[config.mk]
export PLATFORM = sky130hd
export DESIGN_NAME = uart_tx_arbiter
export DESIGN_NICKNAME = d
export VERILOG_FILES = /design/src/rtl/uart_tx_arbiter.sv
export SDC_FILE = /design/constraint.sdc
export NUM_CORES = 1
export LEC_CHECK = 0
export CORE_ASPECT_RATIO = 2
export CORE_MARGIN = 4
export CORE_UTILIZATION = 40
export CTS_BUF_LIST = sky130_fd_sc_hd__clkbuf_8
export DETAILED_ROUTE_END_ITERATION = 6
export PLACE_DENSITY = 0.75
export SETUP_SLACK_MARGIN = 0.02
export SKIP_CTS_REPAIR_TIMING = 1
export SYNTH_ARGS = -nofsm -noshare
export SYNTH_HDL_FRONTEND = slang
export SYNTH_SLANG_ARGS = --single-unit
[constraint.sdc]
create_clock -name clk -period 2.5 [get_ports clk]
set_input_delay 0.5 -clock clk [delete_from_list [all_inputs] [get_ports clk]]
set_output_delay 0.5 -clock clk [all_outputs]
set_load 0.005 [all_outputs]
[src/rtl/uart_tx_arbiter.sv]
// Round-robin share of one UART TX among NUM_REQ sources; a grant is held for the whole message. Build with UART_ARB_TAG_EN to prefix each message with tag byte 8'hA0|id.
// Latency: request seen in ARB -> req_ready next cycle; accepted byte -> tx_valid next cycle.
// Backpressure: tx_ready/enable stall SEND indefinitely; a granted source idle MAX_GAP cycles in LOAD loses its grant.
module uart_tx_arbiter #(
  parameter int NUM_REQ = 4,
  parameter int MAX_GAP = 1024,
  parameter int ID_W    = 3
) (
  input  logic                 clk,
  input  logic                 reset,
  input  logic                 enable,
  input  logic [NUM_REQ-1:0]   req_valid,
  input  logic [8*NUM_REQ-1:0] req_data,
  input  logic [NUM_REQ-1:0]   req_last,
  output logic [NUM_REQ-1:0]   req_ready,
  output logic                 tx_en,
  output logic                 tx_valid,
  output logic [7:0]           tx_data,
  input  logic                 tx_ready,
  output logic [ID_W-1:0]      grant_id,
  output logic                 busy,
  output logic                 gap_abort
);

  localparam int GAP_W = (MAX_GAP > 2) ? $clog2(MAX_GAP) : 1;
  localparam logic [GAP_W-1:0] GAP_LAST = GAP_W'(MAX_GAP - 1);

`ifdef UART_ARB_TAG_EN
  typedef enum logic [1:0] {ARB, LOAD, SEND, TAG} state_t;
`else
  typedef enum logic [1:0] {ARB, LOAD, SEND} state_t;
`endif

  state_t            state, state_nxt;
  logic [ID_W-1:0]   grant_id_q, last_grant, arb_idx;
  logic [GAP_W-1:0]  gap_cnt;
  logic [7:0]        buf_dat, gnt_dat;
  logic              buf_last, busy_q, gap_abort_q;
  logic              arb_hit, gnt_valid, gnt_last, accept;
  logic              do_grant, do_latch, do_done, do_abort;
  int                cand;

  // Rotating priority search starting just after the previous grant
  always_comb begin
    arb_hit = 1'b0;
    arb_idx = '0;
    cand    = 0;
    for (int i = 0; i < NUM_REQ; i++) begin
      cand = int'(last_grant) + 1 + i;
      if (cand >= NUM_REQ) cand = cand - NUM_REQ;
      for (int j = 0; j < NUM_REQ; j++) begin
        if (!arb_hit && cand == j && req_valid[j]) begin
          arb_hit = 1'b1;
          arb_idx = ID_W'(j);
        end
      end
    end
  end

  always_comb begin
    gnt_valid = 1'b0;
    gnt_dat   = 8'h00;
    gnt_last  = 1'b0;
    for (int i = 0; i < NUM_REQ; i++) begin
      if (grant_id_q == ID_W'(i)) begin
        gnt_valid = req_valid[i];
        gnt_dat   = req_data[8*i +: 8];
        gnt_last  = req_last[i];
      end
    end
  end

  assign accept = tx_valid & tx_ready & enable;

  always_ff @(posedge clk) begin
    if (reset) state <= ARB;
    else       state <= state_nxt;
  end

  always_comb begin
    state_nxt = state;
    do_grant  = 1'b0;
    do_latch  = 1'b0;
    do_done   = 1'b0;
    do_abort  = 1'b0;
    case (state)
      ARB: begin
        if (arb_hit) begin
          do_grant = 1'b1;
`ifdef UART_ARB_TAG_EN
          state_nxt = TAG;
`else
          state_nxt = LOAD;
`endif
        end
      end
`ifdef UART_ARB_TAG_EN
      TAG: begin
        if (accept) state_nxt = LOAD;
      end
`endif
      LOAD: begin
        if (gnt_valid) begin
          do_latch  = 1'b1;
          state_nxt = SEND;
        end else if (gap_cnt == GAP_LAST) begin
          do_abort  = 1'b1;
          state_nxt = ARB;
        end
      end
      SEND: begin
        if (accept) begin
          if (buf_last) begin
            do_done   = 1'b1;
            state_nxt = ARB;
          end else begin
            state_nxt = LOAD;
          end
        end
      end
      default: state_nxt = ARB;
    endcase
  end

  // Gap counter only advances while waiting in LOAD
  always_ff @(posedge clk) begin
    if (reset) begin
      grant_id_q  <= '0;
      last_grant  <= ID_W'(NUM_REQ - 1);
      busy_q      <= 1'b0;
      gap_cnt     <= '0;
      buf_dat     <= 8'h00;
      buf_last    <= 1'b0;
      gap_abort_q <= 1'b0;
    end else begin
      gap_abort_q <= do_abort;
      if (do_grant) begin
        grant_id_q <= arb_idx;
        busy_q     <= 1'b1;
        gap_cnt    <= '0;
      end
      if (do_latch) begin
        buf_dat  <= gnt_dat;
        buf_last <= gnt_last;
        gap_cnt  <= '0;
      end else if (do_abort) begin
        gap_cnt <= '0;
      end else if (state == LOAD) begin
        gap_cnt <= gap_cnt + GAP_W'(1);
      end
      if (do_done || do_abort) begin
        busy_q     <= 1'b0;
        last_grant <= grant_id_q;
      end
    end
  end

  always_comb begin
    tx_valid = 1'b0;
    tx_data  = 8'h00;
    case (state)
      SEND: begin
        tx_valid = 1'b1;
        tx_data  = buf_dat;
      end
`ifdef UART_ARB_TAG_EN
      TAG: begin
        tx_valid = 1'b1;
        tx_data  = 8'hA0 | 8'(grant_id_q);
      end
`endif
      default: ;
    endcase
  end

  always_comb begin
    req_ready = '0;
    for (int i = 0; i < NUM_REQ; i++)
      req_ready[i] = (state == LOAD) && (grant_id_q == ID_W'(i));
  end

  assign tx_en     = enable;
  assign grant_id  = grant_id_q;
  assign busy      = busy_q;
  assign gap_abort = gap_abort_q;

endmodule

==> results of run 1 <==
area by class of cell:
cell class	count	area (sq um)	share of cell area, %
multi-input cells	143	958.4	41.41
repair buffers	72	693.2	29.95
flip-flops and latches	27	540.5	23.35
well taps	51	63.81	2.757
clock buffers	3	41.29	1.784
inverters	3	11.26	0.4865
clock inverters	1	3.754	0.1622
diodes	1	2.502	0.1081
flip-flops by register name (all words and copies together), names as in the netlist:
| register | count |
|---|---|
| grant_id | 2 |
| busy | 1 |
| buf_dat | 8 |
| buf_last | 1 |
| state | 2 |
| last_grant | 2 |
| gap_abort | 1 |
| gap_cnt | 10 |
cells in the final DEF (no fill, tap or decap), drive strengths merged, types with 2 or more instances in the layout:
cell type	n
a211oi	3
a21oi	21
a31oi	3
a41oi	3
and2	9
and3	2
and4	3
buf	11
clkbuf	3
clkdlybuf4s50	61
dfxtp	27
inv	4
mux4	10
nand2	30
nand2b	3
nand3	4
nand4	2
nor2	13
nor2b	4
nor3	4
nor4	3
o21ai	7
or3	3
or4	3
worst max-delay path by stage:
| stage | from | to | slack (ps) | cells past startpoint |
|---|---|---|---|---|
| 2_1_floorplan | grant_id[0] | last_grant[0] | 580 | 5 |
| 3_3_place_gp | req_valid[3] | last_grant[0] | 130 | 5 |
| 3_5_place_dp | req_valid[3] | last_grant[0] | 90 | 5 |
| 4_1_cts | state[1] | tx_data[7] | 230 | 4 |
| 5_1_grt | state[1] | tx_data[1] | 150 | 4 |
| 6_report | state[1] | tx_data[7] | 240 | 4 |
cell families (layout without fill, tap and decap cells):
kind of cell / after synthesis / count (layout) / synth area share (%)
simple gates: 87 / 87 / 28.52
fa+ha+maj: 1 / 1 / 0.7942
other cells: 1 / 2 / 0.2381
flops: 27 / 27 / 34.31
mux: 10 / 10 / 14.30
buf+inv: 16 / 79 / 4.844
compound gates: 44 / 44 / 17.00
worst reg2reg max path, stage by stage (launching register included):
cell and delay (ps):
sky130_fd_sc_hd__dfxtp_1 510, sky130_fd_sc_hd__mux4_2 620, sky130_fd_sc_hd__or4_4 570, sky130_fd_sc_hd__a31oi_1 190, sky130_fd_sc_hd__nand2_1 70
where the power goes:
group          switching [mW]  internal [mW]
Sequential             0.0289          0.455
Combinational           0.131          0.178
Clock                   0.138          0.110
Total                   0.298          0.744
layer usage:
metal,global-route usage [%],vias to the layer above
met5,0,-
met4,8.661,0
met3,2.311,9
met2,36.59,36
met1,18.83,810
li1,-,806
per-stage QoR:
stage                     setup slack, ps  power [mW]  utilization, %  hold slack, ps
after floorplan                     584.0      0.6558               -           431.7
after global placement              127.3      0.8016           58.98           437.5
after detailed placement            89.14      0.8064           58.98           442.8
after global routing                154.8       1.097           60.22           473.5
after CTS                           234.9       1.046           60.16           454.7
final                               243.8       1.041           60.22           452.2
==> qor.json, run 1 <==
{
  "synth-edff-count": 0,
  "antenna_found_initial": 1,
  "async_reset_ff_share_pct": 0,
  "timing.critical_path.cells": "nor2b_1 > buf_4 > and2_1 > clkdlybuf4s50_1",
  "finalMaxSlewViolations": 0,
  "yosys.cell_count.top_type": "sky130_fd_sc_hd__nand2_1",
  "pin_count": 63,
  "floorplan.die_area_sq_mm": 0.005067,
  "fmax_mhz": 443.2,
  "r2r.worst_path.cells": 4,
  "arrival_ps": 1760,
  "run_status": "finished clean",
  "route.antenna.remaining_nets": 0,
  "critPathCaptureType": "output pin",
  "first_pass_detailed_route_iteration_total": 4,
  "drt_total_wl_microns": 4683,
  "crit_path_max_fanout": 13,
  "type_of_the_worst_min_delay_path": "flip-flop to flip-flop",
  "worst_r2r_endpoint": "last_grant[0]",
  "clock-skew-final_ps": 1.566,
  "post_synth_num_cell_types": 39,
  "met2_wirelength_microns": 2808,
  "floorplan.die.height_microns": 96.75,
  "vdd_drop_max_v": 0.0003345,
  "initial_core_util_pct": 40.98,
  "highest_layer": "met4",
  "slew_headroom_pct": 49.09,
  "reg2reg_slack_ps": 440,
  "synth_top_flop_cell": "sky130_fd_sc_hd__dfxtp_1",
  "startpoint_type": "flip-flop",
  "coreArea_sq_mm": 0.003844,
  "wl_met1_microns": 1569,
  "synth_largest_area_cell": "sky130_fd_sc_hd__dfxtp_1",
  "grt_use_total_pct": 19.16,
  "global_route.overflow_total": 0,
  "clockBufferDepth": 2,
  "worst_r2r_startpoint": "grant_id[0]",
  "grt_max_degree": 18,
  "grt_pass1_wl_microns": 7445,
  "netlist_instances": 186,
  "cp_slowest_stage_delay_ps": 500,
  "avg_wl_per_cell_microns": 15.56,
  "cp.buffers_inverters": 2,
  "first_global_vias": 1648,
  "worstHoldEndpoint": "buf_dat[7]",
  "met3WireLength_microns": 163,
  "yosys.area.top_type_share_pct": 34.31,
  "netlist_top_cells_area": "sky130_fd_sc_hd__dfxtp_1, sky130_fd_sc_hd__mux4_2, sky130_fd_sc_hd__nand2_1",
  "timing.hold.worst_path_depth": 2,
  "ys.warnings.count": 0,
  "max_slew.worst_pin.slew_ps": 762.1,
  "layout.cells.non_filler": 301,
  "clk_pin_slew_ps": 90,
  "final_net_count": 295,
  "timing.final.hold_violations": 0,
  "num_rows": 32,
  "hold_crit_start": "buf_dat[7]",
  "worstSkewPairLatency_ps": 270,
  "synthesis_to_layout_area_growth_pct": 46.94,
  "syn_area_per_cell_sq_um": 8.469,
  "post_dp_cell_area_sq_mm": 0.002267,
  "seq_area_frac_synth_pct": 34.31,
  "final_design_area_no_fill_sq_mm": 0.002315,
  "synth_fp_nets": 231,
  "cts_tree": "done",
  "layout_min_cycle_time_ps": 2256,
  "ctsRootBufferMaster": "sky130_fd_sc_hd__clkbuf_8",
  "cts_inserted_buffers": 3,
  "timing.setup.tns_ps": 0,
  "power.leakage_nw": 0.8066,
  "critical_path_required_ps": 2000,
  "cp_slowest_cell": "sky130_fd_sc_hd__dfxtp_1",
  "route.vias.total": 1661,
  "setup_repair_after_global_routing_missed_its_margin": "no",
  "report.final.setup_viol": 0,
  "yosys-top-cells-count": "sky130_fd_sc_hd__nand2_1, sky130_fd_sc_hd__dfxtp_1, sky130_fd_sc_hd__a21oi_1",
  "max_cap_violations": 0,
  "yosys_reg_bits": 27,
  "power-per-cell-area_mw_per_mm2": 449.9,
  "number_of_placed_instances_with_taps_included": 296,
  "path_delay_family": "buffers and inverters",
  "crit_type": "flip-flop to output pin",
  "routed_via_density": 5.518,
  "fin_crit_sh_pct": 90.25,
  "io_buffers": 61,
  "die_w_microns": 52.38,
  "ctsHtreeMaxLevel": 1,
  "place.gp.congestion": 0.8542,
  "drc_errors": 0,
  "filler_cell_count": 392,
  "post-dp-hpwl_microns": 3827,
  "mappedNetlistArea_sq_mm": 0.001575,
  "detail_route.iter0.violations": 33,
  "tritoncts_num_sinks": 27,
  "drive_gt1_share_pct": 10.44
}
Note: power is estimated with default switching activity, not from simulation.
==> run 2, diff against run 1 <==
--- a/config.mk
+++ b/config.mk
@@ -13,6 +13,7 @@
 export PLACE_DENSITY = 0.75
 export SETUP_SLACK_MARGIN = 0.02
 export SKIP_CTS_REPAIR_TIMING = 1
+export SKIP_LAST_GASP = 1
 export SYNTH_ARGS = -nofsm -noshare
 export SYNTH_HDL_FRONTEND = slang
 export SYNTH_SLANG_ARGS = --single-unit
==> results of run 2 <==
The final DEF is identical to that of run 1; final timing and power are the same.
==> run 3, diff against run 2 <==
--- a/config.mk
+++ b/config.mk
@@ -11,6 +11,7 @@
 export CTS_BUF_LIST = sky130_fd_sc_hd__clkbuf_8
 export DETAILED_ROUTE_END_ITERATION = 6
 export PLACE_DENSITY = 0.75
+export REMOVE_ABC_BUFFERS = 1
 export SETUP_SLACK_MARGIN = 0.02
 export SKIP_CTS_REPAIR_TIMING = 1
 export SKIP_LAST_GASP = 1
==> qor.json, run 3 (synthesis results as in run 1) <==
{
  "run_status": "finished clean",
  "slew_headroom_pct": 50.83,
  "timing.critical_path.cells": "nor2b_1 > buf_4 > and2_1 > clkdlybuf4s50_1",
  "clockBufferDepth": 2,
  "cts_inserted_buffers": 3,
  "comb_power_share_pct": 30.1,
  "met2_wirelength_microns": 2534,
  "crit_path_max_fanout": 13,
  "cp_slowest_stage_delay_ps": 530,
  "clock-skew-final_ps": 8.511,
  "vdd_drop_max_v": 0.0003905,
  "setup_repair_after_global_routing_missed_its_margin": "no",
  "worstSkewPairLatency_ps": 270,
  "antenna_found_initial": 0,
  "floorplan.die_area_sq_mm": 0.005067,
  "largest_registers": "gap_cnt: 10 flops, buf_dat: 8 flops",
  "worst_setup_path_startpoint": "state[1]",
  "power.leakage_nw": 0.8052,
  "filler_cell_count": 368,
  "route.antenna.remaining_nets": 0,
  "startpoint_type": "flip-flop",
  "tritoncts_num_sinks": 27,
  "highest_layer": "met4",
  "post-dp-hpwl_microns": 3577,
  "grt_max_degree": 18,
  "max_cap_violations": 0,
  "fin_crit_sh_pct": 91.49,
  "registers.top_by_ff_count": "gap_cnt",
  "synthesis_to_layout_area_growth_pct": 46.86,
  "critical_path_required_ps": 2000,
  "timing.final.hold_violations": 0,
  "worstHoldEndpoint": "buf_dat[5]",
  "crit_type": "flip-flop to output pin",
  "mostFrequentLayoutCells": "sky130_fd_sc_hd__clkdlybuf4s50_1, sky130_fd_sc_hd__nand2_1, sky130_fd_sc_hd__dfxtp_1",
  "io_buffers": 61,
  "power_frac_seq_pct": 46.3,
  "post_dp_cell_area_sq_mm": 0.002267,
  "reg2reg_slack_ps": 570,
  "r2r.worst_path.cells": 5,
  "switching_power_mw": 0.2916,
  "first_global_vias": 1663,
  "finalHoldWorstSlack_ps": 454.9,
  "timing.setup.tns_ps": 0,
  "num_rows": 32,
  "type_of_the_worst_min_delay_path": "flip-flop to flip-flop",
  "floorplan.die.height_microns": 96.75,
  "drive_gt1_share_pct": 10.84,
  "routed_via_density": 5.477,
  "intPower_mw": 0.7453,
  "clk_pin_slew_ps": 100,
  "avg_wl_per_cell_microns": 14.78,
  "finalMaxSlewViolations": 0,
  "place.gp.congestion": 0.8283,
  "drc_errors": 0,
  "cts_tree": "done",
  "detail_route.iter0.violations": 39,
  "die_w_microns": 52.38,
  "timing.hold.worst_path_depth": 2,
  "insertedDiodeCount": 0,
  "ctsRootBufferMaster": "sky130_fd_sc_hd__clkbuf_8",
  "grt_pass1_wl_microns": 7686,
  "max_slew.worst_pin.slew_ps": 736.1,
  "route.vias.total": 1643,
  "coreArea_sq_mm": 0.003844,
  "final_net_count": 295,
  "ctsHtreeMaxLevel": 1,
  "grt_use_total_pct": 19.24,
  "wl_met1_microns": 1602,
  "hold_crit_start": "buf_dat[5]",
  "largest_reg_flops": 10,
  "critPathCaptureType": "output pin",
  "final_design_area_no_fill_sq_mm": 0.002313,
  "final_common_cell": "sky130_fd_sc_hd__clkdlybuf4s50_1",
  "drt_total_wl_microns": 4433,
  "power-per-cell-area_mw_per_mm2": 448.2,
  "arrival_ps": 1790,
  "first_pass_detailed_route_iteration_total": 4,
  "power_switching_share_pct": 28.13,
  "fmax_mhz": 437.2,
  "met3WireLength_microns": 200,
  "worst_r2r_startpoint": "gap_cnt[0]",
  "worst_r2r_endpoint": "gap_cnt[1]",
  "register_area_sq_um": 540.5,
  "layout_min_cycle_time_ps": 2287,
  "multi_input_area_sq_um": 958.4,
  "cp_slowest_cell": "sky130_fd_sc_hd__clkdlybuf4s50_1",
  "portion_of_total_power_attributed_to_the_clock_network_pct": 23.6,
  "initial_core_util_pct": 40.98,
  "report.final.setup_viol": 0,
  "global_route.overflow_total": 0,
  "pin_count": 63
}
-- run 3: metrics by stage --
stage	power (mW)	cells	util (%)	worst slack, ps
after floorplan	0.6374	173	-	224.7
after global placement	0.8022	296	58.98	131.3
final	1.037	300	60.19	212.9
after CTS	1.044	300	60.19	208.4
after global routing	1.096	300	60.19	143.6
after detailed placement	0.8040	296	58.98	92.72
-- run 3: how the worst max path moves through the flow --
stage	slack [ps]	end	cells past startpoint
2_1_floorplan	220	last_grant[0]	4
3_3_place_gp	130	last_grant[1]	5
3_5_place_dp	90	last_grant[1]	5
4_1_cts	210	tx_data[2]	4
5_1_grt	140	tx_data[2]	4
6_report	210	tx_data[2]	4
-- run 3: area by class of cell --
cell class | count | area share (%)
Clock inverter | 1 | 0.2163
Tap cell | 51 | 2.758
Inverter | 3 | 0.4867
Timing Repair Buffer | 72 | 29.96
Clock buffer | 3 | 1.785
Sequential cell | 27 | 23.36
Multi-Input combinational cell | 143 | 41.43
-- run 3: worst max-delay path, delay by kind of cell, from the launching register on --
kind                   cells  cell delay, ps
buffers and inverters      2             710
AND/OR/NAND/NOR            2             320
flip-flops                 1             500
-- run 3: layer usage --
metal  vias up  GRT usage (%)
met4         0          6.693
met1       779          21.16
li1        808              -
met2        48          35.44
met3         8          2.465
met5         -              0
-- run 3: power groups by stage --
stage | Clock [mW] | Sequential (mW) | Combinational (mW)
6_report | 0.245 | 0.480 | 0.312
5_1_grt | 0.266 | 0.485 | 0.346
4_1_cts | 0.248 | 0.480 | 0.316
3_5_place_dp | 0 | 0.490 | 0.314
3_3_place_gp | 0 | 0.489 | 0.313
2_1_floorplan | 0 | 0.496 | 0.142
